**config.mk**
```make
export PLATFORM = sky130hd
export DESIGN_NAME = rr_resource_arbiter
export DESIGN_NICKNAME = d
export VERILOG_FILES = /design/src/rtl/rr_resource_arbiter.sv
export SDC_FILE = /design/constraint.sdc
export NUM_CORES = 1
export LEC_CHECK = 0
export CAP_MARGIN = 20
export CORE_AREA = 10 10 86 88
export DETAILED_ROUTE_END_ITERATION = 10
export DIE_AREA = 0 0 96 98
export GPL_TIMING_DRIVEN = 0
export PLACE_DENSITY = 0.61
export SLEW_MARGIN = 5
export SYNTH_ARGS = -nofsm -noshare
export SYNTH_HDL_FRONTEND = slang
export SYNTH_SLANG_ARGS = --single-unit
```
**constraint.sdc**
```tcl
create_clock -name Clock -period 4.8 [get_ports Clock]
set_clock_uncertainty 0.1 [all_clocks]
set_input_delay 0.48 -clock Clock [delete_from_list [all_inputs] [get_ports Clock]]
set_output_delay 0.48 -clock Clock [all_outputs]
set_load 0.1 [all_outputs]
```
**src/rtl/rr_resource_arbiter.sv**
```systemverilog
// rtl/rr_resource_arbiter.sv - round-robin arbiter sharing one request/ack resource port
// Define RR_ARBITER_WATCHDOG_EN to abort transactions whose ack never arrives.
module rr_resource_arbiter #(
  parameter int NUM_REQ    = 3,
  parameter int ADDR_WIDTH = 16,
  parameter int TIMEOUT    = 255
) (
  input  logic                          Clock,
  input  logic                          Reset,
  input  logic [NUM_REQ-1:0]            iRequest,
  input  logic [NUM_REQ*ADDR_WIDTH-1:0] iAddress,
  output logic [NUM_REQ-1:0]            oGrant,
  output logic [NUM_REQ-1:0]            oAck,
  output logic                          oBusy,
  output logic                          oResRequest,
  output logic [ADDR_WIDTH-1:0]         oResAddress,
  input  logic                          iResAck,
  output logic                          oTimeout
);

  localparam int IW = (NUM_REQ > 1) ? $clog2(NUM_REQ) : 1;

  typedef enum logic [1:0] {
    IDLE    = 2'd0,
    ISSUE   = 2'd1,
    RELEASE = 2'd2
  } state_t;

  state_t                state_q, state_d;
  logic [NUM_REQ-1:0]    ptr_q, ptr_d;
  logic [NUM_REQ-1:0]    grant_q, grant_d;
  logic [NUM_REQ-1:0]    ack_q, ack_d;
  logic [ADDR_WIDTH-1:0] addr_q, addr_d;
  logic [NUM_REQ-1:0]    sel;
  logic [ADDR_WIDTH-1:0] sel_addr;
  logic                  found;
  logic                  abort;
  logic [IW-1:0]         idx;

  // First requester at or above the pointer, wrapping past NUM_REQ-1.
  always_comb begin
    sel   = '0;
    found = 1'b0;
    idx   = '0;
    for (int k = 0; k < NUM_REQ; k++) begin
      for (int j = 0; j < NUM_REQ; j++) begin
        idx = IW'((j + k) % NUM_REQ);
        if (!found && ptr_q[j] && iRequest[idx]) begin
          sel[idx] = 1'b1;
          found    = 1'b1;
        end
      end
    end
  end

  always_comb begin
    sel_addr = '0;
    for (int i = 0; i < NUM_REQ; i++) begin
      if (sel[i]) begin
        sel_addr = sel_addr | iAddress[i*ADDR_WIDTH +: ADDR_WIDTH];
      end
    end
  end

`ifdef RR_ARBITER_WATCHDOG_EN
  localparam logic [7:0] WdLast = 8'(TIMEOUT - 1);

  logic [7:0] wd_q, wd_d;
  logic       timeout_q, timeout_d;

  // ISSUE lasts at most TIMEOUT cycles: the count runs 0..TIMEOUT-1.
  always_comb begin
    wd_d      = wd_q;
    timeout_d = timeout_q;
    abort     = 1'b0;
    if (state_q == IDLE && found) begin
      wd_d = '0;
    end else if (state_q == ISSUE && !iResAck) begin
      if (wd_q == WdLast) begin
        abort     = 1'b1;
        timeout_d = 1'b1;
      end else begin
        wd_d = wd_q + 8'd1;
      end
    end
  end

  always_ff @(posedge Clock) begin
    if (!Reset) begin
      wd_q      <= '0;
      timeout_q <= 1'b0;
    end else begin
      wd_q      <= wd_d;
      timeout_q <= timeout_d;
    end
  end

  assign oTimeout = timeout_q;
`else
  assign abort    = 1'b0;
  assign oTimeout = 1'b0;
`endif

  always_ff @(posedge Clock) begin
    if (!Reset) begin
      state_q <= IDLE;
      ptr_q   <= NUM_REQ'(1);
      grant_q <= '0;
      ack_q   <= '0;
      addr_q  <= '0;
    end else begin
      state_q <= state_d;
      ptr_q   <= ptr_d;
      grant_q <= grant_d;
      ack_q   <= ack_d;
      addr_q  <= addr_d;
    end
  end

  always_comb begin
    state_d = state_q;
    grant_d = grant_q;
    addr_d  = addr_q;
    ptr_d   = ptr_q;
    ack_d   = '0;
    case (state_q)
      IDLE: begin
        if (found) begin
          state_d = ISSUE;
          grant_d = sel;
          addr_d  = sel_addr;
        end
      end
      ISSUE: begin
        if (iResAck || abort) begin
          state_d = RELEASE;
          ack_d   = iResAck ? grant_q : '0;
          ptr_d   = {grant_q[NUM_REQ-2:0], grant_q[NUM_REQ-1]};
        end
      end
      RELEASE: begin
        state_d = IDLE;
        grant_d = '0;
      end
      default: begin
        state_d = IDLE;
        grant_d = '0;
      end
    endcase
  end

  always_comb begin
    oBusy       = (state_q != IDLE);
    oResRequest = (state_q == ISSUE);
    oGrant      = grant_q;
    oAck        = ack_q;
    oResAddress = addr_q;
  end

endmodule

```
# Word level (Yosys, flattened, before mapping)
# Index checks and enable logic that the tools add are counted.
classes:
  bitwise_logic: 3
  n_mux: 25
  reduce_logical: 32
  n_eq_ne: 3
ops:
  columns: ["op", "n"]
  rows:
  - ["$mux 16", 3]
  - ["$or 16x16->16", 2]
  - ["$logic_and 1x1->1", 17]
  - ["$mux 1", 17]
  - ["$logic_not 1->1", 8]
  - ["$reduce_and 2->1", 4]
  - ["$pmux 3 s2", 1]
  - ["$mux 2", 2]
  - ["$pmux 2 s2", 1]
  - ["$mux 3", 1]
  - ["$reduce_and 3->1", 1]
  - ["$eq 2x1->1 const B", 1]
  - ["$logic_not 2->1", 1]
  - ["$ne 2x1->1 const B", 1]
  - ["$ne 2x2->1 const B", 1]
  - ["$reduce_bool 2->1", 1]
  - ["$not 1->1", 1]
totals:
  out_inout_bits: 25
  ff_bits: 27
  input_bits: 54
  elab_cells: 68

# Longest topological paths before layout
# Gate-level depths: netlist (run 1).
depth:
  depth_word: 37
  ltp_mapped: 6
  depth_no_buf: 4

# Least setup slack after synthesis (run 1)
# No wires, ideal clock.
synth_path:
  path_type: "register -> register"
  from: "reg state_q[0]"
  to: "reg ptr_q[0]"
  setup_time_ps: 125
  t_arrival_ps: 2433
  setup_slack_ps: 2141
  period_less_slack_ps: 2659
  path_stages_with_launch: 6
  n_path_buf: 1
  t_required_ps: 4575
  path_cell_list: "dfxtp_1 nor2b_1 and2_1 clkbuf_1 mux2i_1 nand2_1"
synth_via:
  elab_chain_cells: 2
synth_lines:
  columns: ["element", "line", "rtl"]
  rows:
  - ["from (decl)", "29", "state_t state_q, state_d;"]
  - ["from (signal assigned)", "112", "state_q <= state_d;"]
  - ["$eq 2x1->1", null, null]
  - ["net oResRequest", "15", "output logic oResRequest,"]
  - ["$reduce_and 2->1 (no line)", null, null]
  - ["to (signal assigned)", "113", "ptr_q <= ptr_d;"]
  - ["to (decl)", "30", "logic [NUM_REQ-1:0] ptr_q, ptr_d;"]
# The timed path passes the listed nets, and every way through them passes these cells.
# A chain may end at the register's enable or synchronous reset.

# Worst setup path after layout (run 1)
layout_path:
  from: "reg state_q[0]"
  to: "out oResRequest"
layout_via:
  elab_chain_cells: 1
layout_lines:
  columns: ["element", "line", "rtl"]
  rows:
  - ["$eq 2x1->1", "154", "oResRequest = (state_q == ISSUE);"]
  - ["to (decl)", "15", null]
# Every way passes these cells.

==> results of run 1 <==
## sequential cells by signal, indices dropped and copies added (netlist names)
register,flops
ptr_q,3
oResAddress,16
oGrant,3
state_q,2
oAck,3
## placed cells by master, fill, tap and decap left out, drive strengths merged, types with 2 or more instances in the layout
master,synthesis,routed
clkdlybuf4s50,0,77
dfxtp,27,27
nand2,19,19
and3,17,17
a221oi,16,16
o21ai,16,16
a31oi,16,16
clkbuf,5,8
buf,8,8
and2,7,7
nor3,5,5
mux2i,5,5
nor2b,4,4
nor2,4,4
nand2b,2,2
## power breakdown
part	total, W	internal (W)	leakage (nW)	switching, W
logic	0.000403	0.000121	0.645	0.000282
registers	0.000265	0.000251	0.222	0.0000142
clock network	0.000130	0.0000582	0.0255	0.0000715
total	0.000797	0.000430	0.893	0.000368
## final timing paths
check	startpoint	end	slack (ns)	cells after the start
setup / recovery	state_q[0]$_SDFFE_PN0P_	oResRequest	2.13	2
hold / removal	oGrant[1]$_SDFFE_PN0P_	oAck[1]$_SDFF_PN0_	0.42	1
setup reg to reg	state_q[0]$_SDFFE_PN0P_	oResAddress[5]$_SDFFE_PN0P_	2.88	4
hold reg to reg	oGrant[1]$_SDFFE_PN0P_	oAck[1]$_SDFF_PN0_	0.42	1
## per-layer routing
metal  track usage  routed length, um
met5             0                  0
met3       0.03522                442
met1        0.1251               2142
met2        0.1916               2483
met4       0.03405                 62
## critical path: cells and delay by family (launching register included)
| family | cells | cell delay (ns) |
|---|---|---|
| buffers and inverters | 1 | 1.19 |
| DFF | 1 | 0.36 |
| and+or+nand+nor | 1 | 0.26 |
## per-stage QoR
step	hold WS, ns	total power, W
floorplan	0.4293	0.0005457
global placement	0.4001	0.0006752
detailed placement	0.4101	0.0006769
CTS	0.4258	0.0008084
global route	0.4246	0.0008347
finish	0.4190	0.0007974
## logic make-up (layout without fill, tap and decap cells)
family | count (synthesis) | in the layout | synth area share
and+or+nand+nor | 60 | 60 | 0.2435
AOI/OAI and AO/OA | 54 | 54 | 0.2774
DFF | 27 | 27 | 0.3854
buffers and inverters | 14 | 95 | 0.05530
muxes | 5 | 5 | 0.03568
other | 1 | 1 | 0.002674
## layout make-up
class / count / share of cell area
Multi-Input combinational cell: 120 / 0.3391
Sequential cell: 27 / 0.2336
Tap cell: 75 / 0.04056
Clock buffer: 3 / 0.01785
Timing Repair Buffer: 77 / 0.3332
Clock inverter: 1 / 0.002163
Buffer: 13 / 0.03191
Inverter: 1 / 0.001622
==> impl_metrics.env, run 1 <==
export IMPL_hold_path_class="flip-flop to flip-flop"
export IMPL_async_flop_share=0
export IMPL_maxCapViolCount=0
export IMPL_grt_pass1_wl_um=8521
export IMPL_multi_input_area_um2=784.5
export IMPL_slew_violations=0
export IMPL_synth_flop_cell="dfxtp_1"
export IMPL_synthTopCellsByArea="dfxtp_1 (39%), a221oi_1 (10%), a31oi_1 (7.1%), o21ai_0 (5.7%), and3_1 (4.9%)"
export IMPL_ios=79
export IMPL_cts_root_buf="clkbuf_8"
export IMPL_grt_total_usage=0.1111
export IMPL_gp_congestion=0.7241
export IMPL_fmax_ghz=0.3747
export IMPL_core_rowCount=28
export IMPL_synth_most_common_cell="dfxtp_1"
export IMPL_synth_cell_area_um2=1403
export IMPL_synth_top_area_cell="dfxtp_1"
export IMPL_fillerInstances=615
export IMPL_tns_ns=0
export IMPL_seq_area_frac_synth=0.3854
export IMPL_critPathMaxStageDelay_ns=1.19
export IMPL_nets=297
export IMPL_crit_type="flip-flop to primary output"
export IMPL_clk_latency_ns=0.27
export IMPL_dp_cells=313
export IMPL_grt_pass1_vias=1679
export IMPL_drive_gt1_frac=0.09091
export IMPL_fin_crit_sh=0.5560
export IMPL_post_dp_hpwl_um=4032
export IMPL_synthCells=161
export IMPL_path_clk_slew_ns=0.10
export IMPL_clk_path_buf_depth=2
export IMPL_yosys_top_cells_count="dfxtp_1 (27), nand2_1 (18), a221oi_1 (16), a31oi_1 (16), o21ai_0 (16)"
export IMPL_post_drt_wl_per_cell_um=16.18
export IMPL_stdcell_area_um2=2313
export IMPL_cp_required_ns=4.22
export IMPL_cts_buffers=3
export IMPL_worst_ir_drop_vdd_uv=121.6
export IMPL_drtAntennaViolNets=0
export IMPL_synth_edf_count=0
export IMPL_wirelength_um=5130
export IMPL_die_area_um2=9408
export IMPL_yosysTopAreaCellShare=0.3854
export IMPL_die_h_um=98
export IMPL_cp_start_kind="flip-flop"
export IMPL_ys_types=29
export IMPL_vias=1512
export IMPL_post_place_ws_ns=2.238
export IMPL_status="finished clean"
export IMPL_antenna_found_initial=0
export IMPL_power_density_nw_per_um2=344.7
export IMPL_yosys_warnings=0
export IMPL_h_tree_depth=1
export IMPL_placed_area_um2=2267
export IMPL_setup_viol=0
export IMPL_path_max_fanout=4
export IMPL_n_antenna_cell=0
export IMPL_end_kind="primary output"
export IMPL_syn_nets=215
export IMPL_final_setup_worst_slack_ns=2.131
export IMPL_fin_crit_ns=2.669
export IMPL_worst_pin_slew_ns=1.010
export IMPL_vias_per_cell=4.770
export IMPL_p_leak_nw=0.8925
export IMPL_yosys_register_bits=27
export IMPL_tritoncts="yes"
export IMPL_drc=0
export IMPL_start_util=0.2441
export IMPL_cts_resized=0
export IMPL_grt_max_degree=16
export IMPL_cts_hold_fix_buffers=0
export IMPL_portBuffers=77
export IMPL_cp_slowest_cell="clkdlybuf4s50_1"
export IMPL_ff_latch_area_um2=540.5
export IMPL_instances_no_fill=317
export IMPL_grt_overflow_total=0
export IMPL_core_area_um2=5746
export IMPL_die_x_um=96
export IMPL_crit_arrival_ns=2.09
export IMPL_cp_cell_sequence="nor2b_1 > clkdlybuf4s50_1"
export IMPL_drt_iter0_markers=72
export IMPL_syn2layout_area_growth_pct=64.94
export IMPL_syn_area_per_cell_um2=8.712
export IMPL_post_cts_buffers=0
export IMPL_hold_viol=0
export IMPL_cts_sinks=27
export IMPL_fin_util=0.4027
export IMPL_slew_headroom=0.3247
export IMPL_dr_pass1_iters=4
export IMPL_rsz0062_at_grt="false"
(Power assumes the default switching activity.)
==> run 2, diff against run 1 <==
Settings changed: PLACE_DENSITY 0.61 to 0.63.
Clock period 4.8 ns to 2.45 ns, I/O delays scaled along.
==> impl_metrics.env, run 2 (synthesis results as in run 1) <==
export IMPL_tritoncts="yes"
export IMPL_total_power_w=0.001578
export IMPL_gp_congestion=0.7512
export IMPL_setup_viol=0
export IMPL_drive_gt1_frac=0.09504
export IMPL_p_leak_nw=0.8894
export IMPL_path_max_fanout=4
export IMPL_reg2reg_slack_ns=0.48
export IMPL_worst_ir_drop_vdd_uv=268.1
export IMPL_fin_crit_ns=2.317
export IMPL_start_util=0.2441
export IMPL_worstHoldEndpoint="oGrant[1]$_SDFFE_PN0P_"
export IMPL_grt_total_usage=0.1073
export IMPL_grt_max_degree=17
export IMPL_grt_pass1_wl_um=8114
export IMPL_cp_required_ns=2.11
export IMPL_cts_sinks=27
export IMPL_tns_ns=0
export IMPL_maxCapViolCount=0
export IMPL_path_clk_slew_ns=0.10
export IMPL_power_density_nw_per_um2=680.5
export IMPL_grt_pass1_vias=1608
export IMPL_hold_path_class="flip-flop to flip-flop"
export IMPL_post_drt_wl_per_cell_um=16.21
export IMPL_core_area_um2=5746
export IMPL_crit_type="flip-flop to primary output"
export IMPL_largest_register_ffs=16
export IMPL_met3_length_um=408
export IMPL_crit_arrival_ns=1.97
export IMPL_drt_iter0_markers=42
export IMPL_end_kind="primary output"
export IMPL_timing_rr_start="state_q[1]$_SDFFE_PN0P_"
export IMPL_drc=0
export IMPL_ff2ff_path_depth=4
export IMPL_cts_hold_fix_buffers=0
export IMPL_status="finished clean"
export IMPL_h_tree_depth=1
export IMPL_timing_rr_end="oResAddress[13]$_SDFFE_PN0P_"
export IMPL_slew_headroom=0.3271
export IMPL_met2RoutedLength_um=2452
export IMPL_antenna_found_initial=0
export IMPL_post_dp_hpwl_um=4055
export IMPL_vias=1506
export IMPL_rsz0062_at_grt="false"
export IMPL_drtAntennaViolNets=0
export IMPL_fin_crit_sh=0.9458
export IMPL_die_h_um=98
export IMPL_worstHoldPathCells=2
export IMPL_n_antenna_cell=0
export IMPL_final_cell_mix="clkdlybuf4s50_1 (77), dfxtp_1 (27), nand2_1 (18)"
export IMPL_wirelength_um=5140
export IMPL_top_layer="met4"
export IMPL_cts_resized=0
export IMPL_min_delay_start="oGrant[1]$_SDFFE_PN0P_"
export IMPL_fmax_ghz=0.4315
export IMPL_cp_start_kind="flip-flop"
export IMPL_fillerInstances=620
export IMPL_post_cts_buffers=0
export IMPL_core_rowCount=28
export IMPL_die_area_um2=9408
export IMPL_cts_buffers=3
export IMPL_nets=297
export IMPL_cts_root_buf="clkbuf_8"
export IMPL_met1_length_um=2192
export IMPL_dr_pass1_iters=4
export IMPL_die_x_um=96
export IMPL_worst_pin_slew_ns=1.006
export IMPL_layout_commonest_cell="clkdlybuf4s50_1"
export IMPL_hold_viol=0
export IMPL_clk_path_buf_depth=2
export IMPL_ios=79
export IMPL_clk_latency_ns=0.28
export IMPL_slew_violations=0
export IMPL_syn2layout_area_growth_pct=65.30
export IMPL_portBuffers=77
export IMPL_vias_per_cell=4.751
export IMPL_grt_overflow_total=0
==> run 2: cell type report <==
| class | count | area, um2 | area share |
|---|---|---|---|
| Multi-Input combinational cell | 120 | 787.0 | 0.3395 |
| Timing Repair Buffer | 77 | 770.7 | 0.3324 |
| Sequential cell | 27 | 540.5 | 0.2331 |
| Tap cell | 75 | 93.84 | 0.04047 |
| Buffer | 13 | 73.82 | 0.03184 |
| Clock buffer | 3 | 41.29 | 0.01781 |
| Clock inverter | 1 | 7.507 | 0.003238 |
| Inverter | 1 | 3.754 | 0.001619 |
==> run 2: critical path, stage by stage, from the launching register on <==
cell and delay, ns:
dfxtp_1 0.35, nor2b_2 0.19, clkdlybuf4s50_1 1.16
==> run 2: routing by layer <==
layer  vias up  track usage
met5         -            0
met4         0      0.04086
met3         6      0.03216
met2        53       0.1859
met1       677       0.1179
li1        770            -
==> run 2: where the power goes <==
group          switching (W)  leakage [nW]  internal (W)  total [W]
logic               0.000553         0.645      0.000237   0.000790
registers          0.0000281         0.222      0.000492   0.000520
clock network       0.000152        0.0217      0.000116   0.000268
==> run 2: per-stage QoR <==
| stage | hold slack, ns | worst slack [ns] | cells | cell area [um2] | util |
|---|---|---|---|---|---|
| after floorplan | 0.2998 | 0.3801 | 161 | 1405 | - |
| final | 0.4179 | 0.1328 | 317 | 2318 | 0.4035 |
| after global placement | 0.4034 | 0.1311 | 313 | 2270 | 0.3950 |
| after CTS | 0.4178 | 0.1126 | 317 | 2318 | 0.4035 |
| after detailed placement | 0.4010 | 0.08010 | 313 | 2270 | 0.3950 |
| after global routing | 0.4278 | 0.04961 | 317 | 2318 | 0.4035 |
==> run 2: worst max path at each step <==
stage	start	end	cells past startpoint
after global placement	iRequest[0]	oResAddress[12]$_SDFFE_PN0P_	6
final	state_q[0]$_SDFFE_PN0P_	oResRequest	2
after detailed placement	iRequest[0]	oResAddress[13]$_SDFFE_PN0P_	5
after global routing	state_q[0]$_SDFFE_PN0P_	oResRequest	2
after floorplan	state_q[0]$_SDFFE_PN0P_	ptr_q[0]$_SDFFE_PN1P_	5
after CTS	state_q[0]$_SDFFE_PN0P_	oResRequest	2
==> edit: new RTL, settings of run 2 <==
Take the reset off `addr_q` and load it in a clocked block of its own.
--- a/src/rtl/rr_resource_arbiter.sv
+++ b/src/rtl/rr_resource_arbiter.sv
@@ -107,14 +107,16 @@
       ptr_q   <= NUM_REQ'(1);
       grant_q <= '0;
       ack_q   <= '0;
-      addr_q  <= '0;
     end else begin
       state_q <= state_d;
       ptr_q   <= ptr_d;
       grant_q <= grant_d;
       ack_q   <= ack_d;
-      addr_q  <= addr_d;
     end
+  end
+
+  always_ff @(posedge Clock) begin
+    addr_q <= addr_d;
   end
 
   always_comb begin
Formal check against the unedited RTL: differs if Reset is asserted again (counterexample within 4 cycles, from zero or initial values and one cycle with Reset low); with Reset held inactive, the same outputs for 10 cycles.
==> edit against run 2 <==
Power grew 3.7%; routed wire length shrank 6.8%; cell area up 5.3%; clock power fell by 3%; combinational power rose by 1%; sequential cell count is the same; synthesized cell count down 12%; largest power group unchanged; worst setup slack improved by 0.0055 ns; worst hold slack got worse by 0.011 ns; die area unchanged; largest cell class unchanged; synthesized area increased by 7.9%; via count down 11%; critical path type unchanged; core utilization is 2.1 points higher.
==> edit: results (changes against run 2) <==
* Status: finished, final reports clean
* Pleak at 0.959 nW (+7.8%)
* Largest net degree at the start of global routing at 16 (-1)
* Syn Nets at 196 (-8.8%)
* Dpl cells at 295 (-5.8%)
* Hold Crit Class: reg2reg
* Count of cell types in the netlist at 33 (+14%)
* Reg2reg setup slack at 0.61 ns (+0.13 ns)
* Hold Crit Start: oGrant[2]
* Detailed Place HPWL at 3.77 mm (-7.1%)
* Crit Path Max Fanout at 5 (+1)
* Post-Syn Area per Cell at 10.7 um2 (+22%)
* Largest cells by area after synthesis: edfxtp_1 32%, dfxtp_1 15%, o2111ai_1 9.8%, o221ai_2 8.9%, inv_1 8.2%
* Final WL at 4.79 mm (-6.8%)
* Post-synth EDFFs at 16 (+16)
* Top FF cell, synth: edfxtp_1
* Final nets at 279 (-6.1%)
* Slew margin rel. at 0.335 (+0.00791)
* Fill count at 567 (-8.5%)
* Cells on worst reg2reg path at 3 (-1)
* WHS at 0.407 ns (-0.0109 ns)
* Ratio of cells with drive above 1 in the final layout at 0.129 (+0.0344)
* FF-to-FF End: oResAddress[13]
* Sequential fraction of the synthesis area at 0.463 (+0.0774)
* Overall routing resource usage at 0.0985 (-0.00873)
* Starting DRT DRC Count at 63 (+50%)
* Detail-routed via count per cell at 4.48 (-5.6%)
* Synth warn at 0 (unchanged)
* Per-cell routed wire length at 16.0 um (-1.2%)
* Vias in the first global route at 1375 (-14%)
* Peak VDD IR at 0.318 mV (+19%)
* CTS resizes at 0 (unchanged)
* Top cells by count, synth: 33 x inv_1, 17 x o2111ai_1, 16 x edfxtp_1
* Reg-to-Reg Start: state_q[0]
* DP Area at 0.00239 mm2 (+5.5%)
* CP max stage delay at 1.14 ns (-0.02 ns)
* First-pass GRT wire length at 7.37 mm (-9.2%)
* Global placement routability congestion at 0.739 (-1.7%)
* WHS Endpoint: oGrant[2]
* Root buffer cell: clkbuf_8
-- edit: through the flow --
stage / setup slack, ns / utilization / power [mW]
final: 0.138 / 0.425 / 1.64
after global routing: 0.0420 / 0.425 / 1.71
after CTS: 0.120 / 0.425 / 1.65
after detailed placement: 0.283 / 0.417 / 1.39
after global placement: -0.0251 / 0.415 / 1.38
after floorplan: 0.318 / - / 1.16
-- edit: final cells by class --
cell class,count,area [um2],share of cell area
multi-input combinational,71,613,0.251
clock inverter,1,5.00,0.00205
tap,75,93.8,0.0384
timing repair buffer,78,782,0.320
inverter,33,124,0.0507
buffer,11,81.3,0.0333
sequential,27,701,0.287
clock buffer,3,41.3,0.0169
-- edit: layer usage --
layer  up-vias  track usage  wire length, um
met3         4       0.0352              443
met5         -            0                0
met4         0       0.0284               50
met1       603        0.121             2010
met2        42        0.156             2290
li1        692            -                -
-- edit: worst max path at each step --
stage                start               to  slack (ns)
2_1_floorplan   state_q[0]   oResAddress[0]        0.32
3_3_place_gp   iRequest[0]   oResAddress[3]       -0.03
3_5_place_dp   iRequest[1]  oResAddress[13]        0.28
4_1_cts         state_q[0]            oBusy        0.12
5_1_grt         state_q[0]            oBusy        0.04
6_report        state_q[0]            oBusy        0.14
-- edit: where the power goes --
group,switching [mW],internal [mW]
clock,0.146,0.114
sequential,0.0216,0.555
combinational,0.560,0.240
-- edit: kinds of logic (layout without fill, tap and decap cells) --
logic type      Yosys count  in the layout  synth area share
buf+inv                  44            126             0.136
compound gates           40             40             0.273
flops                    27             27             0.463
simple gates             26             26             0.100
mux                       4              4            0.0264
other cells               1              1           0.00248
-- edit: worst min-delay path, delay by kind of cell, from the launching register on --
family	cells	cell delay, ns
DFF	1	0.35
muxes	1	0.06
and+or+nand+nor	1	0.06
